### config.mk
export PLATFORM = sky130hd
export DESIGN_NAME = keypad_scan_controller
export DESIGN_NICKNAME = d
export VERILOG_FILES = /design/src/rtl/keypad_scan_controller.sv
export SDC_FILE = /design/constraint.sdc
export NUM_CORES = 1
export LEC_CHECK = 0
export BUFFER_PORTS_ARGS = -buffer_cell sky130_fd_sc_hd__buf_4
export CAP_MARGIN = 15
export CORE_MARGIN = 1
export CORE_UTILIZATION = 58
export CTS_BUF_LIST = sky130_fd_sc_hd__clkbuf_8 sky130_fd_sc_hd__clkbuf_16
export DETAILED_ROUTE_END_ITERATION = 7
export PLACE_DENSITY_LB_ADDON = 0.2
export SYNTH_ARGS = -nofsm -noshare
export SYNTH_HDL_FRONTEND = slang
export SYNTH_SLANG_ARGS = --single-unit
### constraint.sdc
create_clock -name clk -period 2.3 [get_ports clk]
set_clock_uncertainty 0.2 [all_clocks]
set_input_delay 0 -clock clk [delete_from_list [all_inputs] [get_ports clk]]
set_output_delay 0 -clock clk [all_outputs]
set_load 0.005 [all_outputs]
### src/rtl/keypad_scan_controller.sv
// 4x4 keypad scanner: strobes one column at a time, debounces the row lines and
// emits one key event per physical press, with held status until release.
module keypad_scan_controller #(
    parameter int SCAN_DIV        = 16,
    parameter int DEBOUNCE_CYCLES = 8
) (
    input  logic       clk,
    input  logic       reset,
    input  logic [3:0] row,
    output logic [3:0] shift_col,
    output logic [3:0] key_code,
    output logic       key_valid,
    output logic       key_held
);

    localparam int DW = $clog2(SCAN_DIV);
    localparam int SW = $clog2(DEBOUNCE_CYCLES) + 1;

    localparam logic [DW-1:0] DCNT_LAST = DW'(SCAN_DIV - 32'd1);
    localparam logic [DW-1:0] DCNT_ONE  = DW'(32'd1);
    localparam logic [SW-1:0] SCNT_LAST = SW'(DEBOUNCE_CYCLES - 32'd1);
    localparam logic [SW-1:0] SCNT_ONE  = SW'(32'd1);
    localparam logic [3:0]    NO_KEY    = 4'b1111;

    typedef enum logic [1:0] {
        ST_SCAN     = 2'd0,
        ST_DEBOUNCE = 2'd1,
        ST_HELD     = 2'd2
    } state_t;

    // Lowest-index low row wins when several rows are pulled low together.
    function automatic logic [1:0] lowest_low_row(input logic [3:0] pat);
        logic [1:0] idx;
        casez (pat)
            4'b???0: idx = 2'd0;
            4'b??01: idx = 2'd1;
            4'b?011: idx = 2'd2;
            4'b0111: idx = 2'd3;
            default: idx = 2'd0;
        endcase
        return idx;
    endfunction

    logic [3:0]    row_meta_r, row_sync_r;
    state_t        state_r, state_s;
    logic [1:0]    col_r, col_s;
    logic [DW-1:0] dcnt_r, dcnt_s;
    logic [SW-1:0] scnt_r, scnt_s;
    logic [3:0]    pat_r, pat_s;
    logic [3:0]    key_code_r, key_code_s;
    logic          key_valid_r, key_valid_s;
    logic          key_held_r, key_held_s;
    logic [3:0]    shift_col_r, shift_col_s;

    // Two-flop synchronizer for the asynchronous row lines.
    always_ff @(posedge clk) begin
        if (reset) begin
            row_meta_r <= NO_KEY;
            row_sync_r <= NO_KEY;
        end else begin
            row_meta_r <= row;
            row_sync_r <= row_meta_r;
        end
    end

    // Next-state and next-output logic for scan, debounce and hold.
    always_comb begin
        state_s     = state_r;
        col_s       = col_r;
        dcnt_s      = dcnt_r;
        scnt_s      = scnt_r;
        pat_s       = pat_r;
        key_code_s  = key_code_r;
        key_valid_s = 1'b0;
        key_held_s  = key_held_r;

        case (state_r)
            ST_SCAN: begin
                // Rows are only sampled at the end of the dwell, after the column settles.
                if (dcnt_r == DCNT_LAST) begin
                    if (row_sync_r == NO_KEY) begin
                        dcnt_s = '0;
                        col_s  = col_r + 2'd1;
                    end else begin
                        pat_s   = row_sync_r;
                        scnt_s  = '0;
                        dcnt_s  = '0;
                        state_s = ST_DEBOUNCE;
                    end
                end else begin
                    dcnt_s = dcnt_r + DCNT_ONE;
                end
            end
            ST_DEBOUNCE: begin
                if (row_sync_r != pat_r) begin
                    state_s = ST_SCAN;
                    dcnt_s  = '0;
                end else if (scnt_r == SCNT_LAST) begin
                    state_s     = ST_HELD;
                    key_valid_s = 1'b1;
                    key_held_s  = 1'b1;
                    key_code_s  = {lowest_low_row(pat_r), col_r};
                    scnt_s      = '0;
                end else begin
                    scnt_s = scnt_r + SCNT_ONE;
                end
            end
            ST_HELD: begin
                if (row_sync_r == NO_KEY) begin
                    if (scnt_r == SCNT_LAST) begin
                        state_s    = ST_SCAN;
                        key_held_s = 1'b0;
                        col_s      = col_r + 2'd1;
                        dcnt_s     = '0;
                        scnt_s     = '0;
                    end else begin
                        scnt_s = scnt_r + SCNT_ONE;
                    end
                end else begin
                    scnt_s = '0;
                end
            end
            default: begin
                state_s = ST_SCAN;
                dcnt_s  = '0;
                scnt_s  = '0;
            end
        endcase

        shift_col_s = ~(4'b0001 << col_s);
    end

    // State, counter and output registers.
    always_ff @(posedge clk) begin
        if (reset) begin
            state_r     <= ST_SCAN;
            col_r       <= 2'd0;
            dcnt_r      <= '0;
            scnt_r      <= '0;
            pat_r       <= NO_KEY;
            key_code_r  <= 4'b0000;
            key_valid_r <= 1'b0;
            key_held_r  <= 1'b0;
            shift_col_r <= 4'b1110;
        end else begin
            state_r     <= state_s;
            col_r       <= col_s;
            dcnt_r      <= dcnt_s;
            scnt_r      <= scnt_s;
            pat_r       <= pat_s;
            key_code_r  <= key_code_s;
            key_valid_r <= key_valid_s;
            key_held_r  <= key_held_s;
            shift_col_r <= shift_col_s;
        end
    end

    assign shift_col = shift_col_r;
    assign key_code  = key_code_r;
    assign key_valid = key_valid_r;
    assign key_held  = key_held_r;

endmodule

==> flow_metrics.tcl, run 1 <==
set metrics [dict create \
    clk_pin_slew_ps 70 \
    overflow 0 \
    chipHeight_um 56.5 \
    synth_area_mm2 0.00172 \
    io_buffers 15 \
    dr.pass1.iters 4 \
    pin_count 16 \
    synth_top_area_share 0.395 \
    synthToLayoutAreaGrowth_pct 15.1 \
    worst_setup_path_start_kind "register" \
    gr-usage-all-layers 0.239 \
    layout_setup_ws_ps 149 \
    routed_wl_um 3500 \
    fp.coreArea_mm2 0.00278 \
    place_hpwl_um 2460 \
    cp_cell_sequence "inv_1, ha_1, nand4_4, a21oi_4, xnor2_1, or4_1" \
    drive_gt1_frac 0.196 \
    fp-row-count 19 \
    fin_crit_ps 2150 \
    final_cell_mix "34 x dfxtp_1, 16 x buf_4, 11 x nor2_1" \
    synthesis.nets 194 \
    cp_data_arrival_time_ps 2110 \
    cts_num_sinks 34 \
    hold_buffers 5 \
    grt_max_degree 44 \
    die_area_mm2 0.00319 \
    cpMaxStageDelayCell "or4_1" \
    final_antenna_net_count 0 \
    avgSynthCellArea_um2 9.41 \
    initialDrtViolationCount 52 \
    final_common_cell "dfxtp_1" \
    cts_buffer_depth 2 \
    startpoint "state_r[1]$_SDFFE_PP0P_" \
    cpPeakStageDelay_ps 390 \
    maxSlewHeadroom 0.620 \
    leakagePower_nw 0.739 \
    antenna_found_initial 0 \
    status "finished clean" \
    dp_slack_ps 202 \
    min_from "row_meta_r[3]$_SDFF_PP1_" \
    clk_latency_ps 280 \
    timing.rr.start "state_r[1]$_SDFFE_PP0P_" \
    diodes 0 \
    grt_pass1_vias 1337 \
    ir_worst_vdd_mv 0.483 \
    fmax_mhz 465 \
    finalCritPeriodShare 0.935 \
    num_vias 1426 \
    ys_types 55 \
    ys_seq_area_frac 0.395 \
    rsz0062_at_grt "false" \
    tritoncts "built" \
    finalHoldViolCount 0 \
    crit_required_ps 2260 \
    min_path_type "reg -> reg" \
    viasPerCell 6.07 \
    synth-edff-count 0 \
    drv_cap 0 \
    synth_flop_cell "dfxtp_1" \
    die_width_um 56.5 \
    synth_area_leaders "dfxtp_1 40%, ha_1 3.6%, nand2b_1 3.3%" \
    synth-seq-cells 34 \
    fin_hold_ws_ps 209 \
    crit_path_max_fanout 10 \
    yosysWarnings 0 \
    initial_utilization 0.619 \
    synthArstFlopShare 0 \
    cts_resized 0 \
    setup_viol 0 \
    grt_pass1_wl_um 5970 \
    synth_area_leader_cell "dfxtp_1" \
    routabilityCongestion 0.873 \
    final_nets 214 \
    tightest_slew_ps 563 \
    crit_path_end_kind "register" \
    power.density_mw_per_mm2 567 \
    wire_per_inst_um 14.9 \
    critical_path_class "reg -> reg" \
    cts_made_buffers 5 \
    htree_levels 2 \
    synthCells 183 \
    clock_tree.root_cell "clkbuf_8" \
    drv_slew 0 \
    fin_tns_setup_ps 0 \
    drc 0 \
    cts_setup_buffers 0 \
]
[flip-flops by register name, indices dropped and copies added, names as in the netlist]
name	flops
dcnt_r	4
key_code	4
pat_r	4
row_meta_r	4
row_sync_r	4
scnt_r	4
shift_col	4
col_r	2
state_r	2
key_held	1
key_valid	1
[per-layer routing]
metal / wire [um] / track usage
met2: 1640 / 0.380
met5: 0 / 0
met4: 72 / 0.111
met3: 139 / 0.0438
met1: 1650 / 0.314
[worst max-delay path: cells and delay by family, from the launching register on]
| family | cells | cell delay, ps |
|---|---|---|
| adders and majority gates | 1 | 380 |
| and+or+nand+nor | 2 | 640 |
| xor gates and xnor gates | 1 | 90 |
| AOI/OAI and AO/OA | 1 | 310 |
| buffers and inverters | 1 | 80 |
| DFF | 1 | 330 |
[stage by stage]
step | utilization | area [um2] | instances | total power, mW
finish | 0.713 | 1980 | 235 | 1.12
global route | 0.713 | 1980 | 235 | 1.16
CTS | 0.713 | 1980 | 235 | 1.13
detailed placement | 0.662 | 1840 | 222 | 0.688
global placement | 0.662 | 1840 | 222 | 0.686
floorplan | - | 1720 | 183 | 0.669
[Yosys cell counts (2+ instances only)]
library cell,n
or4_1,3
mux2i_1,4
nor2_1,11
or2b_1,2
o21ai_0,6
nand2b_1,9
a211oi_1,5
nand3b_1,2
or2_2,8
o21bai_1,3
o32ai_1,3
nor3_1,5
nand3_1,6
dfxtp_1,34
o22ai_1,3
ha_1,5
xor2_1,4
clkbuf_1,5
nand2_1,6
inv_1,8
o31ai_1,4
xnor2_1,5
a21oi_1,6
nand4_1,5
[report_power, final]
part,switching (mW),total (mW),internal [mW]
registers,0.0105,0.610,0.600
clock network,0.206,0.442,0.237
logic,0.0375,0.0705,0.0330
total,0.254,1.12,0.870
[area by class of cell]
type	instances	area [um2]
tap	31	38.8
clock buffer	6	82.6
inverter	8	30.0
fill	228	800
clock inverter	2	8.76
multi-input combinational	133	971
timing repair buffer	21	170
sequential	34	681
[final timing paths]
path / end / slack [ps] / cells past startpoint
worst min-delay path: row_sync_r[3]$_SDFF_PP1_ / 210 / 1
worst min register to register: row_sync_r[3]$_SDFF_PP1_ / 210 / 1
worst max-delay path: shift_col[1]$_SDFF_PP1_ / 150 / 6
worst max register to register: shift_col[1]$_SDFF_PP1_ / 150 / 6
[kinds of logic (layout without fill, tap and decap cells)]
| logic type | count (synthesis) | in the layout | synth area share |
|---|---|---|---|
| AO/OA/AOI/OAI | 47 | 47 | 0.206 |
| XOR/XNOR | 9 | 9 | 0.0458 |
| adder cells (fa/ha/maj) | 5 | 5 | 0.0363 |
| buffers and inverters | 16 | 37 | 0.0407 |
| flip-flops | 34 | 34 | 0.395 |
| multiplexers | 4 | 4 | 0.0233 |
| AND/OR/NAND/NOR | 68 | 68 | 0.253 |
Power figures use the tool's default switching activity.
==> run 2: changes to the inputs <==
REMOVE_ABC_BUFFERS = 1   (was unset)
==> run 2 against run 1 <==
Total power rose by 9.5%. Sequential cell count did not move. Worst setup slack improved by 6.7 ps. Maximum frequency rose by 0.31%. First-iteration DRC count fell by 1.9%. Sequential power barely moved. Register-to-register slack barely moved.
==> flow_metrics.tcl, run 2 (synthesized netlist as in run 1, its figures left out) <==
set metrics [dict create \
    rsz0062_at_grt "false" \
    ir_worst_vdd_mv 0.602 \
    grt_max_degree 44 \
    gr-usage-all-layers 0.260 \
    min_path_type "reg -> reg" \
    cpPeakStageDelay_ps 390 \
    routed_wl_um 3660 \
    drive_gt1_frac 0.201 \
    tritoncts "built" \
    pin_count 16 \
    die_area_mm2 0.00319 \
    dr.pass1.iters 4 \
    drc 0 \
    worst_setup_path_start_kind "register" \
    crit_required_ps 2270 \
    fmax_mhz 466 \
    cp_data_arrival_time_ps 2110 \
    leakagePower_nw 0.737 \
    cpMaxStageDelayCell "or4_1" \
    clk_latency_ps 290 \
    synthToLayoutAreaGrowth_pct 16.4 \
    die_width_um 56.5 \
    grt_pass1_wl_um 6400 \
    initialDrtViolationCount 51 \
    final_antenna_net_count 0 \
    wire_per_inst_um 15.6 \
    cts_made_buffers 5 \
    grt_pass1_vias 1458 \
    crit_path_end_kind "register" \
    fin_tns_setup_ps 0 \
    clk_pin_slew_ps 70 \
    drv_slew 0 \
    cp_cell_sequence "inv_1, ha_1, nand4_4, a21oi_4, xnor2_1, or4_1" \
    chipHeight_um 56.5 \
    final_common_cell "dfxtp_1" \
    fp-row-count 19 \
    initial_utilization 0.619 \
    status "finished clean" \
    diodes 0 \
    finalHoldViolCount 0 \
    path_delay_family "simple AND/OR/NAND/NOR gates" \
    nFillCells 207 \
    overflow 0 \
    maxSlewHeadroom 0.613 \
    power.density_mw_per_mm2 613 \
    viasPerCell 6.20 \
    fin_crit_ps 2140 \
    cts_buffer_depth 2 \
    clock_tree.root_cell "clkbuf_8" \
    cts_num_sinks 34 \
    final_cell_mix "34 x dfxtp_1, 16 x buf_4, 11 x nor2_1" \
    crit_path_max_fanout 10 \
    place_hpwl_um 2480 \
    antenna_found_initial 0 \
    routabilityCongestion 0.848 \
    io_buffers 15 \
    finalCritPeriodShare 0.932 \
    htree_levels 2 \
    critical_path_class "reg -> reg" \
    final_nets 214 \
    fp.coreArea_mm2 0.00278 \
    final_cells 235 \
    num_vias 1458 \
    tightest_slew_ps 576 \
    setup_viol 0 \
    crit_buf_inv 1 \
    drv_cap 0 \
    place_inst 222 \
]
## run 2: changes by cell type in the layout (fill, tap and decap cells not counted)
| cell | previous run | this run |
|---|---|---|
| clkinvlp_4 | 0 | 2 |
| bufinv_16 | 0 | 1 |
| clkbuf_8 | 6 | 5 |
| clkinv_2 | 1 | 0 |
| inv_1 | 9 | 8 |
## run 2: worst reg2reg max path, stage by stage, from the launching register on
cell and delay [ps]:
dfxtp_1 330, inv_1 90, ha_1 380, nand4_4 230, a21oi_4 300, xnor2_1 100
or4_1 390
## run 2: final timing paths
check	to	startpoint	slack [ps]	depth (start not counted)
setup / recovery	shift_col[1]$_SDFF_PP1_	state_r[0]$_SDFFE_PP0P_	160	6
hold / removal	row_sync_r[2]$_SDFF_PP1_	row_meta_r[2]$_SDFF_PP1_	220	1
hold reg to reg	row_sync_r[2]$_SDFF_PP1_	row_meta_r[2]$_SDFF_PP1_	220	1
setup reg to reg	shift_col[1]$_SDFF_PP1_	state_r[0]$_SDFFE_PP0P_	160	6
## run 2: stage by stage
step / hold WS (ps) / total power [mW] / utilization / setup WS [ps] / area [um2]
detailed placement: -11.0 / 0.688 / 0.662 / 183 / 1840
global placement: -15.3 / 0.685 / 0.662 / 293 / 1840
finish: 216 / 1.23 / 0.721 / 156 / 2000
global route: 237 / 1.27 / 0.721 / 26.3 / 2000
floorplan: -131 / 0.662 / - / 390 / 1680
CTS: 216 / 1.24 / 0.721 / 167 / 2000
## run 2: what timing repair did
item                                   in CTS  in global routing
setup buffers                               0                  0
gates resized for setup                     0                  0
endpoints found under the hold margin      20                  0
hold buffers                                5                  0
## run 2: power breakdown
part	switching, mW	internal, mW
combinational	0.0382	0.0332
sequential	0.0110	0.600
clock	0.225	0.322
total	0.275	0.955
## run 2: final cells by class
| cell class | instances | area, um2 | area share |
|---|---|---|---|
| Multi-Input combinational cell | 133 | 971 | 0.484 |
| Sequential cell | 34 | 681 | 0.340 |
| Timing Repair Buffer | 21 | 170 | 0.0849 |
| Clock buffer | 5 | 68.8 | 0.0343 |
| Clock inverter | 3 | 45.0 | 0.0225 |
| Tap cell | 31 | 38.8 | 0.0194 |
| Inverter | 8 | 30.0 | 0.0150 |
## run 2: routing by layer
layer	GRT usage	part of all wire	wire length (um)
met5	0	0	0
met4	0.125	0.021	78
met3	0.0599	0.051	185
met2	0.434	0.50	1830
met1	0.313	0.43	1560
==> run 3: changes to the inputs <==
--- a/config.mk
+++ b/config.mk
@@ -6,4 +6,5 @@
 export NUM_CORES = 1
 export LEC_CHECK = 0
+export ABC_AREA = 0
 export BUFFER_PORTS_ARGS = -buffer_cell sky130_fd_sc_hd__buf_4
 export CAP_MARGIN = 15
==> constraint.sdc (replaced) <==
create_clock -name clk -period 2.3 [get_ports clk]
set_clock_uncertainty 0.2 [all_clocks]
set_input_delay 0.46 -clock clk [delete_from_list [all_inputs] [get_ports clk]]
set_output_delay 0.46 -clock clk [all_outputs]
set_load 0.005 [all_outputs]
==> run 3 against run 2 <==
Clock power is essentially flat. Sequential power is essentially flat. Sequential cell count is the same. Critical endpoint unchanged. Largest cell class unchanged.
==> flow_metrics.tcl, run 3 (synthesized netlist as in run 1, its figures left out) <==
set metrics [dict create \
    drc 0 \
    grtUsageMet3 0.0599 \
    finalCritPeriodShare 0.933 \
    leakagePower_nw 0.716 \
    top_usage_layer "met2" \
    initial_utilization 0.619 \
    setup_viol 0 \
    cts_made_buffers 5 \
    routed_wl_um 3550 \
    pin_count 16 \
    io_buffers 15 \
    met1_usage 0.303 \
    nFillCells 217 \
    clk_pin_slew_ps 70 \
    grt_pass1_vias 1439 \
    final_cell_mix "34 x dfxtp_1, 16 x buf_4, 11 x nor2_1" \
    crit_required_ps 2270 \
    drv_cap 0 \
    final_common_cell "dfxtp_1" \
    ir_worst_vdd_mv 0.553 \
    maxSlewHeadroom 0.610 \
    gr-usage-all-layers 0.255 \
    num_vias 1439 \
    synthToLayoutAreaGrowth_pct 13.5 \
    cts_setup_buffers 0 \
    cts_buffer_depth 2 \
    tightest_slew_ps 580 \
    diodes 0 \
    crit_path_max_fanout 10 \
    fin_crit_ps 2150 \
    rsz0062_at_grt "false" \
    status "finished clean" \
    cp_data_arrival_time_ps 2110 \
    worst_setup_path_start_kind "register" \
    final_antenna_net_count 0 \
    critical_path_class "reg -> reg" \
    viasPerCell 6.26 \
    place_hpwl_um 2480 \
    final_util 0.703 \
    die_width_um 56.5 \
    grt_max_degree 44 \
    overflow 0 \
    antenna_found_initial 0 \
    fmax_mhz 466 \
    drive_gt1_frac 0.206 \
    finalPower_mw 1.22 \
    finalHoldViolCount 0 \
    wire_per_inst_um 15.4 \
    use_met2 0.427 \
    grt_pass1_wl_um 6280 \
    cts_num_sinks 34 \
    clock_tree.root_cell "clkbuf_8" \
    final_nets 209 \
    chipHeight_um 56.5 \
    clk_latency_ps 290 \
    dr.pass1.iters 4 \
    die_area_mm2 0.00319 \
    htree_levels 2 \
    cts_resized 0 \
    tritoncts "built" \
    crit_path_end_kind "register" \
    drv_slew 0 \
    hold_buffers 0 \
    power.density_mw_per_mm2 624 \
    initialDrtViolationCount 55 \
    routabilityCongestion 0.848 \
    fp-row-count 19 \
    fin_tns_setup_ps 0 \
    min_path_type "in -> reg" \
    fp.coreArea_mm2 0.00278 \
]
==> run 3: worst max-delay path, cell delays in order, from the launching register on <==
cell	delay, ps
dfxtp_1	330
inv_1	100
ha_1	380
nand4_4	230
a21oi_4	300
xnor2_1	100
or4_1	390
==> run 3: through the flow <==
stage / instance area [um2] / hold WS, ps / setup WS (ps) / cells
after CTS: 1950 / 146 / 167 / 230
after detailed placement: 1840 / 199 / 183 / 222
after global routing: 1950 / 143 / 26.3 / 230
after floorplan: 1680 / 189 / 390 / 175
final: 1950 / 152 / 155 / 230
after global placement: 1840 / 191 / 293 / 222
==> run 3: worst paths after layout <==
kind	end	depth (start not counted)	slack, ps	from
worst max-delay path	shift_col[1]$_SDFF_PP1_	6	150	state_r[0]$_SDFFE_PP0P_
worst min-delay path	row_meta_r[3]$_SDFF_PP1_	2	150	row[3]
worst max register to register	shift_col[1]$_SDFF_PP1_	6	150	state_r[0]$_SDFFE_PP0P_
worst min register to register	row_sync_r[0]$_SDFF_PP1_	1	210	row_meta_r[0]$_SDFF_PP1_
==> run 3: layer usage <==
metal  up-vias  share of wire
li1        708              -
met1       685           0.44
met2        39           0.50
met3         7          0.034
met4         0          0.022
met5         -              0
==> run 3: cell type report <==
cell class | count | area (um2) | area share
Multi-Input combinational cell | 133 | 971 | 0.497
Tap cell | 31 | 38.8 | 0.0198
Timing Repair Buffer | 16 | 120 | 0.0615
Sequential cell | 34 | 681 | 0.348
Clock buffer | 5 | 68.8 | 0.0352
Inverter | 8 | 30.0 | 0.0154
Clock inverter | 3 | 45.0 | 0.0230
==> run 3: power by group <==
part	switching (mW)	leakage [nW]	internal, mW	total [mW]
clock network	0.222	0.0504	0.322	0.544
logic	0.0365	0.389	0.0277	0.0642
registers	0.0112	0.277	0.600	0.611
